## config.mk

```make
export PLATFORM = sky130hd
export DESIGN_NAME = s_axi_read_regbank
export DESIGN_NICKNAME = d
export VERILOG_FILES = /design/src/rtl/dfx_seq_pkg.sv /design/src/rtl/s_axi_read_decode.sv /design/src/rtl/s_axi_read_regbank.sv
export SDC_FILE = /design/constraint.sdc
export NUM_CORES = 1
export LEC_CHECK = 0
export ABC_AREA = 1
export CAP_MARGIN = 20
export CORE_ASPECT_RATIO = 0.6
export CORE_UTILIZATION = 41
export DETAILED_ROUTE_END_ITERATION = 7
export PLACE_DENSITY = 0.86
export SYNTH_ARGS = -nofsm -noshare
export SYNTH_HDL_FRONTEND = slang
export SYNTH_SLANG_ARGS = --single-unit
```

## constraint.sdc

```tcl
create_clock -name clk -period 2.9 [get_ports clk]
set_clock_uncertainty 0.2 [all_clocks]
set_input_delay 0.58 -clock clk [delete_from_list [all_inputs] [get_ports clk]]
set_output_delay 0.58 -clock clk [all_outputs]
set_load 0.05 [all_outputs]
```

## src/rtl/dfx_seq_pkg.sv

```systemverilog
// dfx_seq_pkg: shared constants for the DFX sequencer register space
//   bank-select codes, bank0 word indices, bank1 field codes, AXI RESP codes, read FSM states
package dfx_seq_pkg;
    localparam logic [1:0] BANK_SEL_0 = 2'b00;
    localparam logic [1:0] BANK_SEL_1 = 2'b01;
    localparam logic [1:0] B0_CONTROL = 2'd0;
    localparam logic [1:0] B0_STATUS  = 2'd1;
    localparam logic [1:0] B0_COUNTER = 2'd2;
    localparam logic [2:0] B1_SRC_ADDR = 3'd0;
    localparam logic [2:0] B1_SRC_SIZE = 3'd1;
    localparam logic [2:0] B1_DST_ADDR = 3'd2;
    localparam logic [2:0] B1_DST_SIZE = 3'd3;
    localparam logic [2:0] B1_STATUS   = 3'd4;
    localparam logic [2:0] B1_PROFILE  = 3'd5;
    localparam logic [1:0] RESP_OKAY   = 2'b00;
    localparam logic [1:0] RESP_SLVERR = 2'b10;
    typedef enum logic [1:0] {
        ST_IDLE,
        ST_ISSUE,
        ST_CAPT,
        ST_RESP
    } state_t;
endpackage

```

## src/rtl/s_axi_read_decode.sv

```systemverilog
// s_axi_read_decode: combinational AXI-Lite byte address -> register bank target
//   i_addr  : byte address; bits [1:0] and [ADDR_W-1:12] are don't-care (aliasing)
//   o_legal : address maps to an implemented register
//   o_bank  : 0 bank0, 1 bank1
//   o_idx   : bank0 word index
//   o_slot  : bank1 descriptor slot
//   o_field : bank1 descriptor field
module s_axi_read_decode
    import dfx_seq_pkg::*;
#(
    parameter int ADDR_W = 32,
    parameter int IDX_W  = 3
) (
    input  logic [ADDR_W-1:0] i_addr,
    output logic              o_legal,
    output logic              o_bank,
    output logic [1:0]        o_idx,
    output logic [IDX_W-1:0]  o_slot,
    output logic [2:0]        o_field
);
    logic [1:0] w_sel;
    logic [4:0] w_hi;
    logic       w_unused;
    assign w_sel    = i_addr[11:10];
    // bank1 bits above the slot index must be zero; empty when IDX_W is 5
    assign w_hi     = i_addr[9:5] >> IDX_W;
    assign w_unused = ^{i_addr[ADDR_W-1:12], i_addr[1:0]};
    assign o_bank   = (w_sel == BANK_SEL_1);
    assign o_idx    = i_addr[3:2];
    assign o_slot   = i_addr[5 +: IDX_W];
    assign o_field  = i_addr[4:2];
    assign o_legal  = (w_sel == BANK_SEL_0) ? (i_addr[9:2] <= 8'(B0_COUNTER)) :
                      (w_sel == BANK_SEL_1) ? ((i_addr[4:2] <= B1_PROFILE) && (w_hi == 5'd0)) :
                      1'b0;
endmodule

```

## src/rtl/s_axi_read_regbank.sv

```systemverilog
// s_axi_read_regbank: AXI4-Lite read slave for the DFX sequencer banks, one read in flight
//   clk, reset          : clock, asynchronous active-high reset
//   S_AXI_AR*/S_AXI_R*  : AXI4-Lite read address / read data channels
//   bank0_rd_*          : bank0 read strobe, word index, data (valid cycle after strobe)
//   bank1_rd_*          : bank1 read strobe, slot, field, data (valid cycle after strobe)
module s_axi_read_regbank
    import dfx_seq_pkg::*;
#(
    parameter int GLOB_ADDR_WIDTH   = 32,
    parameter int GLOB_DATA_WIDTH   = 32,
    parameter int BANK1_INDEX_WIDTH = 3
) (
    input  logic                         clk,
    input  logic                         reset,
    input  logic [GLOB_ADDR_WIDTH-1:0]   S_AXI_ARADDR,
    input  logic                         S_AXI_ARVALID,
    output logic                         S_AXI_ARREADY,
    output logic [GLOB_DATA_WIDTH-1:0]   S_AXI_RDATA,
    output logic [1:0]                   S_AXI_RRESP,
    output logic                         S_AXI_RVALID,
    input  logic                         S_AXI_RREADY,
    output logic                         bank0_rd_en,
    output logic [1:0]                   bank0_rd_idx,
    input  logic [GLOB_DATA_WIDTH-1:0]   bank0_rd_data,
    output logic                         bank1_rd_en,
    output logic [BANK1_INDEX_WIDTH-1:0] bank1_rd_slot,
    output logic [2:0]                   bank1_rd_field,
    input  logic [GLOB_DATA_WIDTH-1:0]   bank1_rd_data
);
    state_t                         r_state;
    logic                           r_arready;
    logic                           r_rvalid;
    logic [GLOB_DATA_WIDTH-1:0]     r_rdata;
    logic [1:0]                     r_rresp;
    logic                           r_bank;
    logic                           r_b0_en;
    logic                           r_b1_en;
    logic [1:0]                     r_idx;
    logic [BANK1_INDEX_WIDTH-1:0]   r_slot;
    logic [2:0]                     r_field;
    logic                           w_legal;
    logic                           w_bank;
    logic [1:0]                     w_idx;
    logic [BANK1_INDEX_WIDTH-1:0]   w_slot;
    logic [2:0]                     w_field;

    s_axi_read_decode #(
        .ADDR_W (GLOB_ADDR_WIDTH),
        .IDX_W  (BANK1_INDEX_WIDTH)
    ) u_decode (
        .i_addr  (S_AXI_ARADDR),
        .o_legal (w_legal),
        .o_bank  (w_bank),
        .o_idx   (w_idx),
        .o_slot  (w_slot),
        .o_field (w_field)
    );

    always_ff @(posedge clk or posedge reset) begin
        if (reset) begin
            r_state   <= ST_IDLE;
            r_arready <= 1'b0;
            r_rvalid  <= 1'b0;
            r_rdata   <= '0;
            r_rresp   <= RESP_OKAY;
            r_bank    <= 1'b0;
            r_b0_en   <= 1'b0;
            r_b1_en   <= 1'b0;
            r_idx     <= '0;
            r_slot    <= '0;
            r_field   <= '0;
        end else begin
            case (r_state)
                ST_IDLE: begin
                    r_arready <= 1'b1;
                    if (S_AXI_ARVALID && r_arready) begin
                        r_arready <= 1'b0;
                        r_bank    <= w_bank;
                        r_idx     <= w_idx;
                        r_slot    <= w_slot;
                        r_field   <= w_field;
                        if (w_legal) begin
                            r_state <= ST_ISSUE;
                            r_b0_en <= !w_bank;
                            r_b1_en <= w_bank;
                        end else begin
                            r_state  <= ST_RESP;
                            r_rdata  <= '0;
                            r_rresp  <= RESP_SLVERR;
                            r_rvalid <= 1'b1;
                        end
                    end
                end
                ST_ISSUE: begin
                    r_b0_en <= 1'b0;
                    r_b1_en <= 1'b0;
                    r_state <= ST_CAPT;
                end
                ST_CAPT: begin
                    r_rdata  <= r_bank ? bank1_rd_data : bank0_rd_data;
                    r_rresp  <= RESP_OKAY;
                    r_rvalid <= 1'b1;
                    r_state  <= ST_RESP;
                end
                ST_RESP: begin
                    // re-open the address channel in the same edge as the R handshake
                    if (S_AXI_RREADY) begin
                        r_rvalid  <= 1'b0;
                        r_arready <= 1'b1;
                        r_state   <= ST_IDLE;
                    end
                end
                default: r_state <= ST_IDLE;
            endcase
        end
    end

    assign S_AXI_ARREADY  = r_arready;
    assign S_AXI_RVALID   = r_rvalid;
    assign S_AXI_RDATA    = r_rdata;
    assign S_AXI_RRESP    = r_rresp;
    assign bank0_rd_en    = r_b0_en;
    assign bank0_rd_idx   = r_idx;
    assign bank1_rd_en    = r_b1_en;
    assign bank1_rd_slot  = r_slot;
    assign bank1_rd_field = r_field;
endmodule

```

==> summary.txt <==
Yosys
  – Main combinational cell family by area after synthesis: simple AND/OR/NAND/NOR gates
  – Per-instance average area after synthesis: about 7.4 um2
  – Area share of the leading cell type in the synthesized netlist: 45.30%
  – Share of synthesized area occupied by flip-flops and latches: a little under half
  – Flip-flop and latch count after synthesis: between 40 and 50
  – Most area-consuming cells after synthesis: sky130_fd_sc_hd__dfrtp_1 45%, sky130_fd_sc_hd__nand2_1 15%, sky130_fd_sc_hd__nor2_1 10%
  – Adder-cell share of the synthesized area: under 10%
  – Synthesized netlist net count: around 450
  – Count of different cell masters after synthesis: 23
  – Yosys warnings: 0
  – Compound-Gate Fraction of Synth Area: a little under 8%
  – Post-synthesis instance total: ~350
  – Simple-gate share of the synthesized area: between 30 and 40%
  – Mux contribution to synthesized area: 0%
  – Xor and xnor fraction of the mapped netlist area: 0%
  – Syn Std Cell Area: around 0.0025 mm2
  – Largest area contributor in the netlist: sky130_fd_sc_hd__dfrtp_1

Timing
  – Final setup violation count: 0
  – Relative slew slack: about three fifths
  – Transition time of the tightest slew-check pin: 583.6 ps
  – Part of the cycle the worst path needs: 78.84%
  – Highest clock rate: about 0.44 GHz
  – Minimum period implied by the final worst setup slack: between 2000 and 2500 ps
  – RSZ-0062 raised after global routing: false
  – Sum of negative setup slack: 0 ps
  – Final number of hold-violating endpoints: 0
  – Pins Over Slew Limit: 0
  – Final hold slack: ~280 ps

Clock network
  – Clock tree root buffer cell: sky130_fd_sc_hd__clkbuf_8
  – Count of hold buffers inserted by post-cts repair: 0
  – Worst-Skew Late Latency: 290 ps
  – Clock edge transition at the registers on the reported setup and hold paths: 80 ps
  – Post-cts gate resize count: 0
  – Sink Count: 46
  – # H-tree levels: 2
  – TritonCTS clock tree: built
  – Number of setup buffers added after CTS: 0
  – Number of clock buffers inserted by TritonCTS: 5
  – Maximum buffer depth of the clock tree: 2

Place
  – Number of buffer cells added on primary ports: 122
  – Final estimated routing congestion in global placement: 0.8158
  – Placed wire-length estimate: between 5000 and 6000 um
  – Placed cell area: 0.003776 mm2
  – Number of placed cells counting well taps: 530

Final layout
  – Final nets: between 500 and 600
  – Area taken by multi-input logic gates: about 0.0012 mm2
  – Final antenna diode count: 0
  – Number of cells in the finished layout apart from fillers: between 500 and 600
  – Post-route cell area: about 0.0039 mm2
  – Area added between synthesis and finish: 52.78%
  – Count of filler cells inserted in the layout: 480
  – Commonest cells after routing, fill and taps aside: 122 x sky130_fd_sc_hd__clkdlybuf4s50_1, 104 x sky130_fd_sc_hd__nand2_1, 71 x sky130_fd_sc_hd__nor2_1, 46 x sky130_fd_sc_hd__dfrtp_1
  – Layout cell share with drive strength beyond 1: around 5.0%
  – Most common library cell in the layout ignoring fill and taps: sky130_fd_sc_hd__clkdlybuf4s50_1
  – FF/Latch Area: between 0.001 and 0.0015 mm2

Floorplanning
  – Number of core rows: 21
  – Die height: around 63 um
  – Horizontal extent of the die: 103.6 um
  – Core Footprint: 0.005781 mm2
  – I/O pin cnt: 146
  – Starting density of the core: between 40% and 50%
  – Overall die area: between 0.006 and 0.007 mm2

Global route
  – Global Route Usage Sum: 23.59%
  – Global-route wire length before repair: between 10000 and 15000 um
  – Number of antenna violations at the first check in global routing: 0
  – Overflow left after global routing: 0
  – Number of global-route vias before repair: 2663
  – Largest net degree at the start of global routing: 47

Drt
  – Number of vias after detailed routing: between 2000 and 3000
  – Drt drc: 0
  – Routed wirelength normalized by instance count: roughly 14 um
  – Total Wirelength: between 7000 and 8000 um
  – Number of DRC markers in iteration 0: about 170
  – Total iterations of the first detailed-routing run: 4
  – Remaining antenna violation count after routing: 0
  – Via-per-instance ratio: about 5

Critical path
  – Worst path buffer plus inverter count: 1
  – Family with the most delay on the worst path: buffers and inverters
  – Crit path largest cell delay: slightly above 800 ps
  – Critical setup path kind: reg2out
  – Cell with the largest stage delay on the worst path: sky130_fd_sc_hd__clkdlybuf4s50_1
  – Worst Path Arrival: roughly 1500 ps
  – Req. time, crit path: 2120 ps
  – Crit-path max FO: 3
  – Cell Chain, Critical Path: clkdlybuf4s50_1
  – Sort of element at the end of the critical path: output pin
  – Nature of the critical path startpoint: flip-flop

Worst hold path
  – Hold WC Path Type: reg2reg

Power
  – Worst supply voltage drop on vdd: approximately 660 uV
  – PwrDens: 1060 mW/mm2
  – Static power due to leakage: approximately 0.0019 uW

Status
  – Result of the run: finished clean

Job
  – Number of maximum-capacitance violations: 0
==> layer usage <==
layer	wire length, um	track usage (%)	vias up
li1	-	-	1350
met1	3432	30.51	1257
met2	3414	41.11	98
met3	561	5.527	3
met4	24	3.442	0
met5	0	0	-
==> state kept, by name, indices dropped and copies added (netlist names) <==
register / cells
S_AXI_RDATA: 32
bank1_rd_slot: 3
bank1_rd_field: 2
r_state: 2
S_AXI_ARREADY: 1
S_AXI_RRESP: 1
S_AXI_RVALID: 1
bank0_rd_en: 1
bank0_rd_idx: 1
bank1_rd_en: 1
r_bank: 1
==> synth_stat cells (all sizes together) <==
master and n:
a21oi 1, nor2 73, o211ai 1, nand2 105
inv 10, ha 4, o21ai 35, dfrtp 46
nor3 1, clkbuf 6, nand3 7, a22o 1
buf 19, nand4 34, or2 1, conb 1
==> where the power goes <==
group	total (uW)	internal, uW	switching (uW)
registers	1020	881	135
logic	2630	843	1790
clock network	466	258	208
==> final timing paths <==
kind | startpoint | to | slack (ps) | cells after the start
min | bank1_rd_field[2] | bank1_rd_field[2] | 280 | 2
max in group asynchronous | reset | S_AXI_RDATA[1] | 1560 | 3
min in group asynchronous | reset | S_AXI_RDATA[22] | 540 | 3
max | S_AXI_ARREADY | S_AXI_ARREADY | 610 | 1
min reg2reg | bank1_rd_field[2] | bank1_rd_field[2] | 280 | 2
max reg2reg | r_state[0] | S_AXI_RDATA[17] | 700 | 7
==> through the flow <==
step | util [%] | setup slack, ps | power, uW
after floorplan | - | 1032 | 2898
after global placement | 65.32 | 424.1 | 3594
after detailed placement | 65.32 | 368.4 | 3664
after CTS | 67.16 | 607.4 | 4146
after global routing | 67.16 | 523.1 | 4408
final | 67.16 | 613.7 | 4115
==> logic make-up (layout without fill, tap and decap cells) <==
group | after synthesis | count (layout)
compound gates | 38 | 38
fa+ha+maj | 4 | 4
buf+inv | 35 | 148
flops | 46 | 46
other cells | 1 | 1
simple gates | 221 | 221
==> final cells by class <==
type | count | share of cell area (%)
inverter | 10 | 0.9668
multi-input combinational | 264 | 31.07
timing repair buffer | 130 | 33.00
clock buffer | 7 | 1.966
tap | 80 | 2.578
clock inverter | 1 | 0.7734
sequential | 46 | 29.65
Power figures use the tool's default switching activity.
